[src/rtl/delay_search_ctrl_pkg.sv]
// delay_search_ctrl_pkg: shared FSM encoding and gold default delays
package delay_search_ctrl_pkg;
  typedef enum logic [2:0] {IDLE, APPLY, SETTLE, MEASURE, SAMPLE, ADVANCE, FINAL} state_t;
  localparam logic [1:0] GOLD_SAM = 2'd2;
  localparam logic [7:0] GOLD_SYM = 8'd38;
  localparam int ERR_W_DEF = 18;
endpackage

[src/rtl/delay_cand_counter.sv]
// delay_cand_counter: sam (inner) / sym (outer) candidate sweep registers
module delay_cand_counter #(
  parameter logic [7:0] SYM_MIN = 8'd32,
  parameter logic [7:0] SYM_MAX = 8'd44
) (
  input  logic       clk,
  input  logic       reset,
  input  logic       load,
  input  logic       advance,
  output logic [1:0] sam,
  output logic [7:0] sym,
  output logic       last
);
  always_ff @(posedge clk)
    if (reset || load) begin
      sam <= '0;
      sym <= SYM_MIN;
    end else if (advance) begin
      sam <= sam + 2'd1;
      if (sam == 2'd3) sym <= sym + 8'd1;
    end
  assign last = (sym == SYM_MAX) && (sam == 2'd3);
endmodule

[src/rtl/delay_search_ctrl.sv]
// delay_search_ctrl: sweeps sam/sym delays, keeps the minimum-error pair and reports lock
module delay_search_ctrl
  import delay_search_ctrl_pkg::*;
#(
  parameter logic [7:0] SYM_MIN = 8'd32,
  parameter logic [7:0] SYM_MAX = 8'd44,
  parameter int SETTLE_CYCLES = 2,
  parameter int ERR_W = ERR_W_DEF,
  parameter logic [ERR_W-1:0] LOCK_THRESH = 'h00800
) (
  input  logic             clk,
  input  logic             reset,
  input  logic             sym_clk_en,
  input  logic             start,
  input  logic             cycle_done,
  input  logic [ERR_W-1:0] acc_sq_err,
  output logic [1:0]       sam_delay,
  output logic [7:0]       sym_delay,
  output logic             busy,
  output logic             done,
  output logic             locked,
  output logic [ERR_W-1:0] best_err,
  output logic [1:0]       best_sam,
  output logic [7:0]       best_sym
);
  localparam logic [3:0] SETTLE_LAST = 4'(SETTLE_CYCLES - 1);
  state_t state, state_n;
  logic [3:0] settle_cnt, settle_cnt_n;
  logic [1:0] cand_sam, sam_delay_n, best_sam_n;
  logic [7:0] cand_sym, sym_delay_n, best_sym_n;
  logic [ERR_W-1:0] best_err_n;
  logic cand_last, cand_load, cand_adv, busy_n, done_n, locked_n;
  logic period;
  assign period = cycle_done & sym_clk_en;
  delay_cand_counter #(.SYM_MIN(SYM_MIN), .SYM_MAX(SYM_MAX)) u_cand (
    .clk(clk), .reset(reset), .load(cand_load), .advance(cand_adv),
    .sam(cand_sam), .sym(cand_sym), .last(cand_last)
  );
  always_comb begin
    state_n = state;
    settle_cnt_n = settle_cnt;
    sam_delay_n = sam_delay;
    sym_delay_n = sym_delay;
    busy_n = busy;
    done_n = 1'b0;
    locked_n = locked;
    best_err_n = best_err;
    best_sam_n = best_sam;
    best_sym_n = best_sym;
    cand_load = 1'b0;
    cand_adv = 1'b0;
    case (state)
      IDLE: if (start && !done) begin
        state_n = APPLY;
        cand_load = 1'b1;
        best_err_n = '1;
        best_sam_n = '0;
        best_sym_n = '0;
        locked_n = 1'b0;
        busy_n = 1'b1;
      end
      APPLY: begin
        sam_delay_n = cand_sam;
        sym_delay_n = cand_sym;
        settle_cnt_n = '0;
        state_n = SETTLE;
      end
      SETTLE: if (period) begin
        settle_cnt_n = settle_cnt + 4'd1;
        state_n = (settle_cnt == SETTLE_LAST) ? MEASURE : SETTLE;
      end
      MEASURE: state_n = period ? SAMPLE : MEASURE;
      // acc_sq_err lags err_sq_gen by one symbol, so the finished total is valid on the next enable
      SAMPLE: if (sym_clk_en) begin
        if (acc_sq_err < best_err) begin
          best_err_n = acc_sq_err;
          best_sam_n = sam_delay;
          best_sym_n = sym_delay;
        end
        state_n = ADVANCE;
      end
      ADVANCE: begin
        cand_adv = !cand_last;
        state_n = cand_last ? FINAL : APPLY;
      end
      FINAL: begin
        sam_delay_n = best_sam;
        sym_delay_n = best_sym;
        locked_n = best_err < LOCK_THRESH;
        done_n = 1'b1;
        busy_n = 1'b0;
        state_n = IDLE;
      end
      default: state_n = IDLE;
    endcase
  end
  always_ff @(posedge clk)
    if (reset) begin
      state <= IDLE;
      settle_cnt <= '0;
      sam_delay <= GOLD_SAM;
      sym_delay <= GOLD_SYM;
      busy <= 1'b0;
      done <= 1'b0;
      locked <= 1'b0;
      best_err <= '1;
      best_sam <= '0;
      best_sym <= '0;
    end else begin
      state <= state_n;
      settle_cnt <= settle_cnt_n;
      sam_delay <= sam_delay_n;
      sym_delay <= sym_delay_n;
      busy <= busy_n;
      done <= done_n;
      locked <= locked_n;
      best_err <= best_err_n;
      best_sam <= best_sam_n;
      best_sym <= best_sym_n;
    end
endmodule

[config.mk]
export PLATFORM = sky130hd
export DESIGN_NAME = delay_search_ctrl
export DESIGN_NICKNAME = d
export VERILOG_FILES = /design/src/rtl/delay_search_ctrl_pkg.sv /design/src/rtl/delay_cand_counter.sv /design/src/rtl/delay_search_ctrl.sv
export SDC_FILE = /design/constraint.sdc
export NUM_CORES = 1
export LEC_CHECK = 0
export ABC_AREA = 1
export BUFFER_PORTS_ARGS = -buffer_cell sky130_fd_sc_hd__buf_2
export CORE_ASPECT_RATIO = 1.5
export CORE_MARGIN = 2
export CORE_UTILIZATION = 50
export DETAILED_ROUTE_END_ITERATION = 10
export GPL_TIMING_DRIVEN = 0
export PLACE_DENSITY = 0.71
export SYNTH_ARGS = -nofsm -noshare
export SYNTH_HDL_FRONTEND = slang
export SYNTH_SLANG_ARGS = --single-unit
[constraint.sdc]
create_clock -name clk -period 4.7 [get_ports clk]
set_clock_uncertainty 0.05 [all_clocks]
set_input_delay 0.235 -clock clk [delete_from_list [all_inputs] [get_ports clk]]
set_output_delay 0.235 -clock clk [all_outputs]
set_load 0.02 [all_outputs]
# Yosys cells after proc, flatten, opt, wreduce, memory -nomap -nowiden
# Cells that the tools add are included.
# Widths: inputs -> output; s select.
[word_totals]
regBits = 58
latch_bits = 0
mem_bits_rw = 0
romBits = 0
inputBits = 23
out_inout_bits = 41
wordCells = 77
memories = 0
[op_classes]
addsub = 3
n_mul = 0
div = 0
n_lt_le_gt_ge = 2
eq_ne = 13
shifts = 0
n_mux = 31
bitwise = 1
reduce_logical = 15
[op_table]
columns = ["cell", "n"]
rows = [
  ["$mux 18", 3],
  ["$pmux 18 s2", 1],
  ["$pmux 8 s2", 2],
  ["$mux 8", 3],
  ["$lt 18x12->1 const B", 1],
  ["$lt 18x18->1", 1],
  ["$pmux 3 s6", 1],
  ["$mux 3", 5],
  ["$eq 3x3->1 const B", 3],
  ["$add 8x1->8 const B", 1],
  ["$eq 8x6->1 const B", 1],
  ["$ne 2x2->1 const B", 4],
  ["$pmux 2 s2", 2],
  ["$pmux 4 s2", 1],
  ["$reduce_bool 2->1", 4],
  ["$mux 1", 7],
  ["$eq 3x2->1 const B", 2],
  ["$mux 2", 3],
  ["$reduce_and 2->1", 3],
  ["$add 4x1->4 const B", 1],
  ["$eq 4x1->1 const B", 1],
  ["$mux 4", 1],
  ["$pmux 1 s2", 2],
  ["$reduce_and 4->1", 1],
  ["9 further kinds", 11],
]

# Depth between registers and ports, before layout
[depth]
depth_word = 5
mapped_depth = 16
mapped_depth_nobuf = 15

# Hierarchy
# From an unflattened synthesis, not the netlist that was laid out.
[unflattened]
hier_cells = 460
hier_area_um2 = 3298.2
[modules_own_cells]
columns = ["module", "instances", "cells_per_inst", "area_each_um2", "seq_area_each_um2"]
rows = [
  ["delay_search_ctrl", 1, 391, 2782.7, 960.9],
  ["delay_cand_counter", 1, 69, 515.5, 200.2],
]

# Worst setup path before layout
# No wires, ideal clock.
[synth_timing]
path_kind = "reg-to-reg"
from = "register best_err[17]"
to = "register best_sym[1]"
arrival_ns = 1.776
t_required_ns = 4.535
setup_slack_ns = 2.759
path_stages_with_launch = 13
path_buffers = 1
path_cell_list = "dfxtp_1 > inv_1 > ha_1 > nand2_1 > nor2_1 > nand2_1 > nor2_1 > nand3_1 > nand3_1 > nand2_4 > buf_4 > a21oi_1 > nor2_1"
[synth_between]
elab_chain_cells = 3
[synth_rtl]
columns = ["element", "line", "text"]
rows = [
  ["start: declaration", "delay_search_ctrl.sv:22", "output logic [ERR_W-1:0] best_err,"],
  ["start signal: assignment", "delay_search_ctrl.sv:117", "best_err <= best_err_n;"],
  ["$lt 18x18->1", "delay_search_ctrl.sv:75", "if (acc_sq_err < best_err) begin"],
  ["$ne 2x2->1 (no line)", "n/a", ""],
  ["$reduce_and 4->1 (no line)", "n/a", ""],
  ["end signal: assignment", "delay_search_ctrl.sv:119", "best_sym <= best_sym_n;"],
  ["end: declaration", "delay_search_ctrl.sv:24", "output logic [7:0] best_sym"],
]
# Every way passes these cells.
# A chain may end at the register's enable or synchronous reset.

# Worst setup path in the final report
[layout_timing]
from = "register best_err[17]"
to = "register best_err[16]"
[layout_between]
elab_chain_cells = 3
[layout_rtl]
columns = ["element", "line"]
rows = [
  ["$lt 18x18->1", "delay_search_ctrl.sv:75"],
  ["$ne 2x2->1 (no line)", "n/a"],
  ["$reduce_and 4->1 (no line)", "n/a"],
]
# Every way passes these cells.

==> results.tsv <==
stage	metric	value	unit
yosys	number of synthesized flops with an enable pin	0	
power_and_ir_drop	Leak	1.88	nW
timing	maximum achievable frequency	466	MHz
die	placement row count	35	
routing	number of DRC markers after the initial detailed-route iteration	103	
yosys	proportion of netlist area held by the largest area contributor	0.365	
yosys	adder and majority cell fraction of the synthesized area	0.0866	
yosys	mux contribution to synthesized area	0	
placed_design	final weighted congestion in routability-driven placement	0.858	
layout	post-layout net count	571	
clocking	number of buffers on the longest clock path	2	
yosys	xor/xnor cell area share of the yosys netlist	0.0165	
yosys	share of flip-flops with an asynchronous set or reset after synthesis	0	
power_and_ir_drop	Worst VDD drop	0.233	mV
layout	total non-filler cell area in the finished layout	3760	um2
global_routing	largest net degree at the start of global routing	11	
yosys	Post-synth top flop	dfxtp_1	
clocking	clock latency on the worst-skew pair	0.35	ns
die	horizontal die dimension	69.1	um
placed_design	post-DP HPWL	5950	um
timing	endpoints failing hold	0	
worst_setup_path	R2R Path Start	best_err[17]	
routing	Routed wire per std cell	13.2	um
run	Max Cap Viol	0	
routing	post-detailed-route DRC marker count	0	
clocking	Clock Pin Slew Worst Setup and Hold Paths	0.06	ns
status	outcome	finished clean	
global_routing	global route overflow	0	
layout	layout cells sized above 1	0.219	
worst_setup_path	source of the critical timing path	best_err[17]	
timing	part of the cycle the worst path needs	0.457	
placed_design	Inst Count DP	589	
clocking	post_cts resized	0	
routing	vias after detailed routing	3169	
clocking	Clock Sinks	58	
placed_design	area after detailed placement	3590	um2
placed_design	Buffers on Ports	63	
layout	antenna cell count	0	
yosys	fraction of the mapped netlist area in simple logic gates	0.336	
yosys	total of flip-flops plus latches after synthesis	58	
layout	final std cells w/o fill	604	
timing	TNS Setup	0	ns
die	Core Area	6130	um2
yosys	most common library cells after synthesis	nand2_1 (97), dfxtp_1 (58), inv_1 (54), nand3_1 (54), nor2_1 (37)	
power_and_ir_drop	PnR Total Power	2.08	mW
routing	first-pass iteration count of the detailed router	4	
timing	setup repair after global routing missed its margin	no	
clocking	root buffer cell	clkbuf_8	
min_path	hold crit path type	input pin to flip-flop	
clocking	CTS hold repair buffers	0	
timing	number of setup violations in the final report	0	
layout	Multi-input gate area	1720	um2
power_and_ir_drop	power density relative to cell area	553	nW/um2
yosys	synthesized area	3180	um2
timing	slew at the pin with the worst max-slew slack	0.537	ns
routing	routed wire length	7990	um
worst_setup_path	worst endpoint data arrival time	2.29	ns
yosys	Post-Syn Instances	452	
die	starting utilization of the core area	0.519	
yosys	leading post-synthesis cells by cell area	dfxtp_1 (37%), nand2_1 (11%), ha_1 (8.7%)	
global_routing	via count of the first global-routing pass	3013	
clocking	number of clock buffers inserted by TritonCTS	9	
yosys	most frequent cell after synthesis	nand2_1	
yosys	number of warning messages in the yosys log	0	
die	Top Ports	64	
timing	Final Max Tran Viols	0	
yosys	largest area contributor in the synthesized netlist	dfxtp_1	
yosys	Netlist cell types	36	
clocking	H-Tree Level Count	3	
timing	headroom to the max-slew limit	0.642	
global_routing	overall fraction of global-route tracks in use	0.234	
die	overall die area	7030	um2
routing	vias per inst	5.25	
worst_setup_path	CP Class	flip-flop to flip-flop	
clocking	CTS tree	yes	
global_routing	global-route wire length before repair	13300	um
min_path	startpoint of the tightest hold check path	reset	
timing	hold slack final	0.0792	ns
worst_setup_path	CP Launch Type	flip-flop	
yosys	Post-Syn Area per Cell	7.03	um2
global_routing	number of antenna violations at the first check in global routing	0	
layout	number of filler cells placed in the layout	609	
die	DIE HEIGHT	102	um
yosys	dominant combinational cell family by area after synthesis	simple AND/OR/NAND/NOR gates	
worst_setup_path	peak fanout along the critical path	10	
yosys	share of the synthesized area in compound gates (AO/OA/AOI/OAI)	0.100	
layout	Reg area	1160	um2
yosys	Synth Net Count	497	
routing	ANT nets after route	0	
worst_setup_path	Critical Path Sink Type	flip-flop	
clocking	Post-CTS Setup Repair Bufs	0	
layout	layout overhead on the synthesized area	18.2	%
yosys	share of synthesized area occupied by flip-flops and latches	0.365	
worst_setup_path	WP data required	4.84	ns
timing	min cycle time layout	2.15	ns
## per-stage QoR
step                utilization  worst slack, ns
finish                    0.613             2.55
global placement          0.585             2.60
detailed placement        0.585             2.59
floorplan                     -             2.76
CTS                       0.613             2.56
global route              0.613             2.37
## sequential cells by signal, summed over array words and instances, names as in the netlist, 2 cells and up
signal and flops:
settle_cnt 4, sam_delay 2, u_cand.sam 2, u_cand.sym 8, best_err 18, best_sam 2, best_sym 8, sym_delay 8
state 3
## cells in the final DEF (no fill, tap or decap), types with 4 or more instances in the layout
| cell | count |
|---|---|
| a21oi_1 | 30 |
| buf_2 | 68 |
| clkbuf_1 | 8 |
| clkbuf_8 | 11 |
| dfxtp_1 | 58 |
| ha_1 | 22 |
| inv_1 | 54 |
| nand2_1 | 97 |
| nand3_1 | 54 |
| nand4_1 | 8 |
| nor2_1 | 37 |
| nor3_2 | 4 |
| o21ai_0 | 20 |
| or2_2 | 18 |
| xor2_1 | 6 |
## report_power, final
part	internal, mW	switching [mW]	total, mW	leakage (nW)
clock	0.214	0.198	0.413	0.0920
combinational	0.337	0.617	0.954	1.31
sequential	0.614	0.0985	0.713	0.474
total	1.17	0.914	2.08	1.88
## layer usage
| metal | global-route usage | up-vias | wire length [um] |
|---|---|---|---|
| met5 | 0 | - | 0 |
| met4 | 0.0920 | 0 | 129 |
| met3 | 0.0458 | 14 | 354 |
| met2 | 0.447 | 72 | 4220 |
| met1 | 0.253 | 1468 | 3280 |
| li1 | - | 1615 | - |
## cells by family after synthesis
kind of cell	after synthesis
xor+xnor	6
fa+ha+maj	22
simple gates	231
flops	58
buf+inv	75
compound gates	60
## worst max-delay path: stages, from the launching register on
cell and delay [ns]:
dfxtp_1 0.37, inv_1 0.09, ha_1 0.29, nand2_1 0.07, nor2_1 0.14, nand2_1 0.08
nor2_1 0.17, nand3_1 0.10, nand3_1 0.14, nand2_4 0.11, buf_2 0.21, nand3_1 0.09
nand3_1 0.09
## final timing paths
| path | cells past startpoint | end | slack (ns) |
|---|---|---|---|
| worst max-delay path | 12 | best_err[16] | 2.55 |
| worst min-delay path | 2 | state[2] | 0.08 |
| worst min register to register | 2 | best_err[2] | 0.43 |
| worst max register to register | 12 | best_err[16] | 2.55 |
## area by class of cell
| type | instances | area share |
|---|---|---|
| buffer | 16 | 0.0216 |
| clock buffer | 12 | 0.0413 |
| clock inverter | 3 | 0.00400 |
| inverter | 59 | 0.0589 |
| multi-input combinational | 319 | 0.457 |
| sequential | 58 | 0.309 |
| tap | 74 | 0.0246 |
| timing repair buffer | 63 | 0.0839 |
Power figures use the tool's default switching activity.
